`src/rtl/imem_boot_loader_pkg.sv`:
```
// rtl/imem_boot_loader_pkg.sv - state encoding and stream framing constants for the instruction memory boot loader
package imem_loader_pkg;

  typedef enum logic [2:0] {
    IDLE = 3'd0,
    LEN0 = 3'd1,
    LEN1 = 3'd2,
    DATA = 3'd3,
    CSUM = 3'd4,
    DONE = 3'd5,
    ERR  = 3'd6
  } state_t;

  localparam int HDR_BYTES      = 2;
  localparam int BYTES_PER_WORD = 4;
  localparam int LANE_W         = $clog2(BYTES_PER_WORD);

endpackage

```
`src/rtl/imem_byte_packer.sv`:
```
// rtl/imem_byte_packer.sv - 8-to-32 little-endian word assembler with byte lane counter
module imem_byte_packer
  import imem_loader_pkg::*;
(
  input  logic        clk,
  input  logic        rst,
  input  logic        clear,
  input  logic        byte_valid,
  input  logic [7:0]  byte_in,
  output logic        word_valid,
  output logic [31:0] word_out
);

  logic [LANE_W-1:0] lane_q;
  logic [23:0]       low_q;

  // The top lane is never stored: the word is presented in the same cycle its last byte arrives.
  assign word_valid = byte_valid && (lane_q == LANE_W'(BYTES_PER_WORD - 1));
  assign word_out   = {byte_in, low_q};

  always_ff @(posedge clk) begin
    if (rst || clear) begin
      lane_q <= '0;
      low_q  <= '0;
    end else if (byte_valid) begin
      lane_q <= lane_q + 1'b1;
      case (lane_q)
        2'd0:    low_q[7:0]   <= byte_in;
        2'd1:    low_q[15:8]  <= byte_in;
        2'd2:    low_q[23:16] <= byte_in;
        default: ;
      endcase
    end
  end

endmodule

```
`src/rtl/imem_boot_loader.sv`:
```
// rtl/imem_boot_loader.sv - byte-stream program loader driving the instruction memory write port
// Optional trailing XOR checksum byte when IMEM_LOADER_CHECKSUM_EN is defined.
module imem_boot_loader
  import imem_loader_pkg::*;
#(
  parameter int DEPTH = 21,
  parameter int CNT_W = 8 * HDR_BYTES
) (
  input  logic        clk,
  input  logic        rst,
  input  logic        start,
  input  logic        rx_valid,
  input  logic [7:0]  rx_data,
  output logic        rx_ready,
  output logic        wb_en,
  output logic [31:0] wb_address,
  output logic [31:0] wb_data,
  output logic        cpu_hold,
  output logic        done,
  output logic        error
);

  localparam int IDX_W = (DEPTH > 1) ? $clog2(DEPTH) : 1;

  state_t            state_q, state_d;
  logic [CNT_W-1:0]  count_q, count_full;
  logic [IDX_W-1:0]  idx_q, wb_idx_q;
  logic              accept, last_word, word_valid;
  logic [31:0]       word_out;
`ifdef IMEM_LOADER_CHECKSUM_EN
  logic [7:0]        csum_q;
`endif

  assign accept     = rx_valid && rx_ready;
  assign count_full = CNT_W'({rx_data, count_q[7:0]});
  assign last_word  = (CNT_W'(idx_q) + CNT_W'(1)) == count_q;

  assign done       = (state_q == DONE);
  assign error      = (state_q == ERR);
  assign cpu_hold   = (state_q != IDLE) && (state_q != DONE);
  assign wb_address = {{(32 - IDX_W){1'b0}}, wb_idx_q};

  always_comb begin
    state_d  = state_q;
    rx_ready = 1'b0;
    case (state_q)
      IDLE, DONE, ERR: begin
        if (start) state_d = LEN0;
      end
      LEN0: begin
        rx_ready = 1'b1;
        if (rx_valid) state_d = LEN1;
      end
      LEN1: begin
        rx_ready = 1'b1;
        if (rx_valid) begin
          if (count_full == '0) begin
`ifdef IMEM_LOADER_CHECKSUM_EN
            state_d = CSUM;
`else
            state_d = DONE;
`endif
          end else if (count_full > CNT_W'(DEPTH)) begin
            state_d = ERR;
          end else begin
            state_d = DATA;
          end
        end
      end
      DATA: begin
        // The final word's write cycle takes no byte, so nothing slips in ahead of the state change.
        rx_ready = !(wb_en && last_word);
        if (wb_en && last_word) begin
`ifdef IMEM_LOADER_CHECKSUM_EN
          state_d = CSUM;
`else
          state_d = DONE;
`endif
        end
      end
`ifdef IMEM_LOADER_CHECKSUM_EN
      CSUM: begin
        rx_ready = 1'b1;
        if (rx_valid) state_d = (rx_data == csum_q) ? DONE : ERR;
      end
`endif
      default: state_d = IDLE;
    endcase
  end

  always_ff @(posedge clk) begin
    if (rst) begin
      state_q  <= IDLE;
      count_q  <= '0;
      idx_q    <= '0;
      wb_en    <= 1'b0;
      wb_idx_q <= '0;
      wb_data  <= '0;
    end else begin
      state_q <= state_d;
      wb_en   <= word_valid;
      if (state_q == LEN0 && accept) count_q[7:0] <= rx_data;
      if (state_q == LEN1 && accept) begin
        count_q <= count_full;
        idx_q   <= '0;
      end else if (wb_en) begin
        idx_q <= idx_q + 1'b1;
      end
      if (word_valid) begin
        wb_idx_q <= idx_q;
        wb_data  <= word_out;
      end
    end
  end

`ifdef IMEM_LOADER_CHECKSUM_EN
  always_ff @(posedge clk) begin
    if (rst || state_q == LEN0) csum_q <= '0;
    else if (state_q == DATA && accept) csum_q <= csum_q ^ rx_data;
  end
`endif

  imem_byte_packer u_packer (
    .clk        (clk),
    .rst        (rst),
    .clear      (state_q != DATA),
    .byte_valid (accept && (state_q == DATA)),
    .byte_in    (rx_data),
    .word_valid (word_valid),
    .word_out   (word_out)
  );

endmodule

```
`config.mk`:
```
export PLATFORM = sky130hd
export DESIGN_NAME = imem_boot_loader
export DESIGN_NICKNAME = d
export VERILOG_FILES = /design/src/rtl/imem_boot_loader_pkg.sv /design/src/rtl/imem_byte_packer.sv /design/src/rtl/imem_boot_loader.sv
export SDC_FILE = /design/constraint.sdc
export NUM_CORES = 1
export LEC_CHECK = 0
export BUFFER_PORTS_ARGS = -buffer_cell sky130_fd_sc_hd__buf_2
export CELL_PAD_IN_SITES_DETAIL_PLACEMENT = 1
export CELL_PAD_IN_SITES_GLOBAL_PLACEMENT = 1
export CORE_AREA = 2 2 124 90
export CTS_CLUSTER_DIAMETER = 50
export DETAILED_ROUTE_END_ITERATION = 8
export DIE_AREA = 0 0 126 92
export GPL_TIMING_DRIVEN = 0
export PLACE_DENSITY = 0.88
export RECOVER_POWER = 50
export SYNTH_ARGS = -nofsm -noshare
export SYNTH_HDL_FRONTEND = slang
export SYNTH_SLANG_ARGS = --single-unit
```
`constraint.sdc`:
```
create_clock -name clk -period 2.2 [get_ports clk]
set_input_delay 0.11 -clock clk [delete_from_list [all_inputs] [get_ports clk]]
set_output_delay 0.11 -clock clk [all_outputs]
set_load 0.01 [all_outputs]
```
=== Word level (Yosys, flattened, before mapping) ===
Cells that the tools add are included.

* Output and inout bits: 69
* Word-level logic and storage cells: 60
* Input port bits: 12
* Bits in registers: 88

* Order comparisons: 1
* Bitwise logic cells: 1
* Muxes and demuxes: 8
* Reduce and logical (&&, ||, !) cells: 21
* Equal/unequal tests: 15
* Add/subtract/negate cells: 3

{| class="wikitable"
|+ Operators with widths
! kind !! count
|-
| 2-to-1 mux 3 bit || 6
|-
| equality test 6 x 16 -> 1 bit || 1
|-
| > comparator 16 x 5 -> 1 bit (second input constant) || 1
|-
| logical NOT 16 bit || 1
|-
| case mux 3 bit (4 select lines) || 1
|-
| != test 2 bit (second input constant) || 4
|-
| AND reduction 2 bit || 4
|-
| logical AND 1 bit || 7
|-
| adder 5 x 1 -> 6 bit (second input constant) || 1
|-
| equality test 3 x 2 -> 1 bit (second input constant) || 2
|-
| equality test 3 bit (second input constant) || 2
|-
| adder 5 x 1 -> 5 bit (second input constant) || 1
|-
| equality test 2 bit (second input constant) || 2
|-
| AND reduction 4 bit || 1
|-
| OR reduction 2 bit || 2
|-
| equality test 3 x 1 -> 1 bit (second input constant) || 1
|-
| logical NOT 3 bit || 1
|-
| != test 3 x 2 -> 1 bit (second input constant) || 1
|-
| != test 3 bit (second input constant) || 1
|-
| nonzero test 3 bit || 1
|-
| OR reduction 3 bit || 1
|-
| adder 2 x 1 -> 2 bit (second input constant) || 1
|-
| equality test 2 x 1 -> 1 bit (second input constant) || 1
|-
| logical NOT 2 bit || 1
|-
| other kinds (4) || 4
|}

=== Logic depth before layout (Yosys ltp) ===
* Word-level depth: 9
* Mapped depth: 8

=== By module ===
Synthesis repeated with hierarchy kept, for this count alone.

* Cell total of the unflattened synthesis: 452
* Area total of the unflattened synthesis: 4,251.6 um2

{| class="wikitable"
|+ By module, submodules not included
! module !! area each (um2) !! times used !! cells each
|-
| imem_boot_loader || 2,861.5 || 1 || 319
|-
| imem_byte_packer || 1,390.1 || 1 || 133
|}

=== Least setup slack after synthesis ===
Ideal clock, no wire load.

* Path type: reg-to-reg
* From: reg idx_q[0]
* To: reg wb_data[11]
* Setup time: 120 ps
* Path buffers: 2
* Period minus slack after synthesis: 1,994 ps
* Cell stages (with the launch flop): 9
* Setup slack: 206 ps
* Data arrival time: 1,875 ps
* Required time: 2,080 ps
* Path through: dfxtp_1 ha_1 nand2b_1 o211a_1 o31ai_2 a31oi_1 buf_6 buf_6 mux2i_1

* Word-level cells in the longest chain between the ends: 8

{| class="wikitable"
|+ Ends and longest elaborated chain
! what !! line !! text
|-
| start: declaration || imem_boot_loader.sv:27 || <nowiki>logic [IDX_W-1:0] idx_q, wb_idx_q;</nowiki>
|-
| start signal: assignment || imem_boot_loader.sv:107 || <nowiki>idx_q <= idx_q + 1'b1;</nowiki>
|-
| adder 5 x 1 -> 6 bit || imem_boot_loader.sv:36 || <nowiki>assign last_word = (CNT_W'(idx_q) + CNT_W'(1)) == count_q;</nowiki>
|-
| equality test 6 x 16 -> 1 bit || imem_boot_loader.sv:36 ||
|-
| logical AND 1 bit || imem_boot_loader.sv:72 || <nowiki>rx_ready = !(wb_en && last_word);</nowiki>
|-
| logical NOT 1 bit || imem_boot_loader.sv:72 ||
|-
| case mux 1 bit (2 select lines) || imem_boot_loader.sv:46 || <nowiki>case (state_q)</nowiki>
|-
| logical AND 1 bit || imem_boot_loader.sv:34 || <nowiki>assign accept = rx_valid && rx_ready;</nowiki>
|-
| logical AND 1 bit || imem_boot_loader.sv:127 || <nowiki>.byte_valid (accept && (state_q == DATA)),</nowiki>
|-
| logical AND 1 bit || imem_byte_packer.sv:18 || <nowiki>assign word_valid = byte_valid && (lane_q == LANE_W'(BYTES_PER_WORD - 1));</nowiki>
|-
| end signal: assignment || imem_boot_loader.sv:111 || <nowiki>wb_data <= word_out;</nowiki>
|-
| end: declaration || imem_boot_loader.sv:17 || <nowiki>output logic [31:0] wb_data,</nowiki>
|}

No other way between the ends.
A chain may end at the register's enable or synchronous reset.

=== Worst setup path after layout ===
* From: reg idx_q[0]
* To: out rx_ready

* Word-level cells in the longest chain between the ends: 5

{| class="wikitable"
|+ Ends and longest elaborated chain
! what !! line !! text
|-
| adder 5 x 1 -> 6 bit || imem_boot_loader.sv:36 ||
|-
| equality test 6 x 16 -> 1 bit || imem_boot_loader.sv:36 ||
|-
| logical AND 1 bit || imem_boot_loader.sv:72 ||
|-
| logical NOT 1 bit || imem_boot_loader.sv:72 ||
|-
| case mux 1 bit (2 select lines) || imem_boot_loader.sv:46 ||
|-
| end: declaration || imem_boot_loader.sv:14 || <nowiki>output logic rx_ready,</nowiki>
|}

No other way between the ends.

==> impl_metrics.yaml <==
clocking:
  cts_max_level: 3
  clock_insertion_delay_worst_skew_ns: 0.35
  clock_sinks: 88
  cts_tree: "yes"
  root_buffer: "clkbuf_16"
  cts_max_path_buffers: 2
  cts.reportedPaths.clkPinSlew_ns: 0.06
  hold_buffers: 0
  cts_buffers: 9
critical_path:
  max_stage_delay_ns: 0.44
  start_kind: "register"
  reg2reg_slack_ns: 0.06
  cp_top_family: "simple AND/OR/NAND/NOR gates"
  critPathSlowestCell: "or4_4"
  crit_arrival_ns: 2.07
  endpoint_kind: "primary output"
  required_ns: 2.09
  path_cells: "xnor2_1, or4_4, nor3_4, nand3_2, o21a_1, buf_2"
  crit_type: "reg2out"
  worstPathMaxFanout: 6
  path_buf_inv: 1
yosys:
  yosysSeqAreaShare_pct: 41.00
  yosys_warnings: 0
  synth_area_leaders: "dfxtp_1 (41%), mux2i_1 (15%), nand2b_1 (12%)"
  synth-async-reset-ratio_pct: 0
  synth.most_common_cell: "dfxtp_1"
  synth_top_cell_by_area: "dfxtp_1"
  yosys_most_used_dff: "dfxtp_1"
  ys_ff_latch: 88
  synth_edf_count: 0
  ys_types: 45
  syn_avg_cell_area_um2: 9.084
  yosysTopAreaCellShare_pct: 41.00
  syn_inst: 473
  synth_common_cells: "dfxtp_1 (88), nand2b_1 (81), nand2_1 (76)"
  synthesis.area_mm2: 0.004297
cells_and_area:
  fillCellCount: 1275
  stdcell_count: 711
  area_delta_synth_final_pct: 22.13
  layout-drive-gt1-share_pct: 16.70
  final_util_pct: 49.64
  stdcell_area_mm2: 0.005248
  fin_nets: 589
  diodes: 0
pwr:
  p_leak_nw: 1.967
  powerDensity_mw_per_mm2: 755.4
  irDropWorstVdd_mv: 0.4938
  p_total_mw: 3.964
route:
  via_per_inst: 5.020
  drc: 0
  vias: 3569
  wl_um: 12040
  wl_per_cell_um: 16.94
  antenna_left: 0
  drt_first_pass_iters: 4
  drt_iter0_drc: 171
global_routing:
  grt_pass1_wl_um: 18770
  grt.overflow.total: 0
  grtUsageTotal_pct: 20.62
  antenna_found_initial: 0
  grt_max_degree: 14
  grt_pass1_vias: 3605
placed_design:
  place_area_mm2: 0.004825
  gp_congestion: 0.8405
  placedCellCount: 687
  port_buffers: 52
  dpl_worst_slack_ns: -0.3329
  hpwl_um: 8555
timing:
  period_needed_ns: 2.181
  setup_violations: 0
  max_freq_mhz: 458.4
  tightest_slew_ns: 0.5612
  finalWorstSetupSlack_ns: 0.01859
  worst_hold_slack_ns: 0.07846
  fin_worst_skew_ns: 0.005718
  post-route-period-util_pct: 99.15
  fin_tns_setup_ns: 0
  hold_viol_final: 0
  timing.slew.headroom_pct: 62.59
  slew_viol_final: 0
floorplan:
  initial_core_util_pct: 40.65
  die_h_um: 92
  row_count: 32
  core_mm2: 0.01057
  dieArea_mm2: 0.01159
  die_w_um: 126
  num_io_pins: 81
worst_hold_path:
  hp-class: "in2reg"
run_status:
  outcome: "finished, final reports clean"
flow_run:
  drv_cap: 0
[worst min-delay path, cell delays in order]
cell     delay, ns
buf_2         0.15
nand2_1       0.07
a21oi_1       0.05
[metal layers]
metal,share of wire (%),up-vias,wire [um],global-route usage (%)
met2,48,96,5835,35.30
met5,0,-,0,0
met4,1.5,0,181,5.861
met1,45,1742,5359,25.95
li1,-,1713,-,-
met3,5.5,18,665,4.959
[logic make-up (layout without fill, tap and decap cells)]
| logic type | after synthesis | in the layout | share of synthesized area (%) |
|---|---|---|---|
| DFF | 88 | 88 | 41.00 |
| buffers and inverters | 57 | 133 | 7.979 |
| xor gates and xnor gates | 9 | 9 | 1.834 |
| other | 1 | 27 | 0.08728 |
| and+or+nand+nor | 204 | 204 | 24.90 |
| AOI/OAI and AO/OA | 44 | 44 | 7.572 |
| muxes | 65 | 65 | 15.17 |
| adders and majority gates | 5 | 5 | 1.456 |
[final cells by class]
cell class	instances	area [um2]	area share [%]
multi-input combinational	354	2385	45.45
sequential	88	1773	33.79
buffer	52	335.3	6.390
timing repair buffer	63	307.8	5.866
clock buffer	11	242.7	4.626
tap	136	170.2	3.243
clock inverter	3	18.77	0.3577
inverter	4	15.01	0.2861
[state kept, by name, indices dropped and copies added (netlist names)]
register         cells
u_packer.low_q      24
count_q             16
u_packer.lane_q      2
wb_idx_q             5
wb_data             32
wb_en                1
state_q              3
idx_q                5
[cells in the final DEF (no fill, tap or decap), types with 4 or more instances in the layout]
cell type | netlist | final
dfxtp_1 | 88 | 83
buf_2 | 4 | 15
a21oi_1 | 20 | 19
ha_1 | 5 | 4
nand2_1 | 76 | 76
clkbuf_16 | 0 | 9
mux2i_1 | 64 | 63
buf_6 | 3 | 4
nand2b_1 | 81 | 79
conb_1 | 1 | 27
nor2_1 | 14 | 14
nor2b_1 | 4 | 4
clkbuf_1 | 19 | 57
buf_4 | 27 | 39
xnor2_1 | 4 | 4
a31o_1 | 4 | 4
[what timing repair did]
item                       CTS  global route
resized for setup           16            13
pin swaps                    2             8
setup endpoints to repair   65            49
hold endpoints to repair     0             0
setup buffers                1            10
[power breakdown]
group	switching, mW	leakage [nW]	internal, mW
Sequential	0.0767	0.713	1.65
Clock	0.621	0.132	0.784
Combinational	0.489	1.12	0.344
[path summary, 6_finish.rpt]
path               from                  to  cells past startpoint
max            idx_q[0]            rx_ready                      6
min          rx_data[5]          count_q[5]                      3
max reg2reg    idx_q[0]  u_packer.low_q[17]                      9
min reg2reg  count_q[9]          count_q[9]                      2
Note: power is estimated with default switching activity, not from simulation.
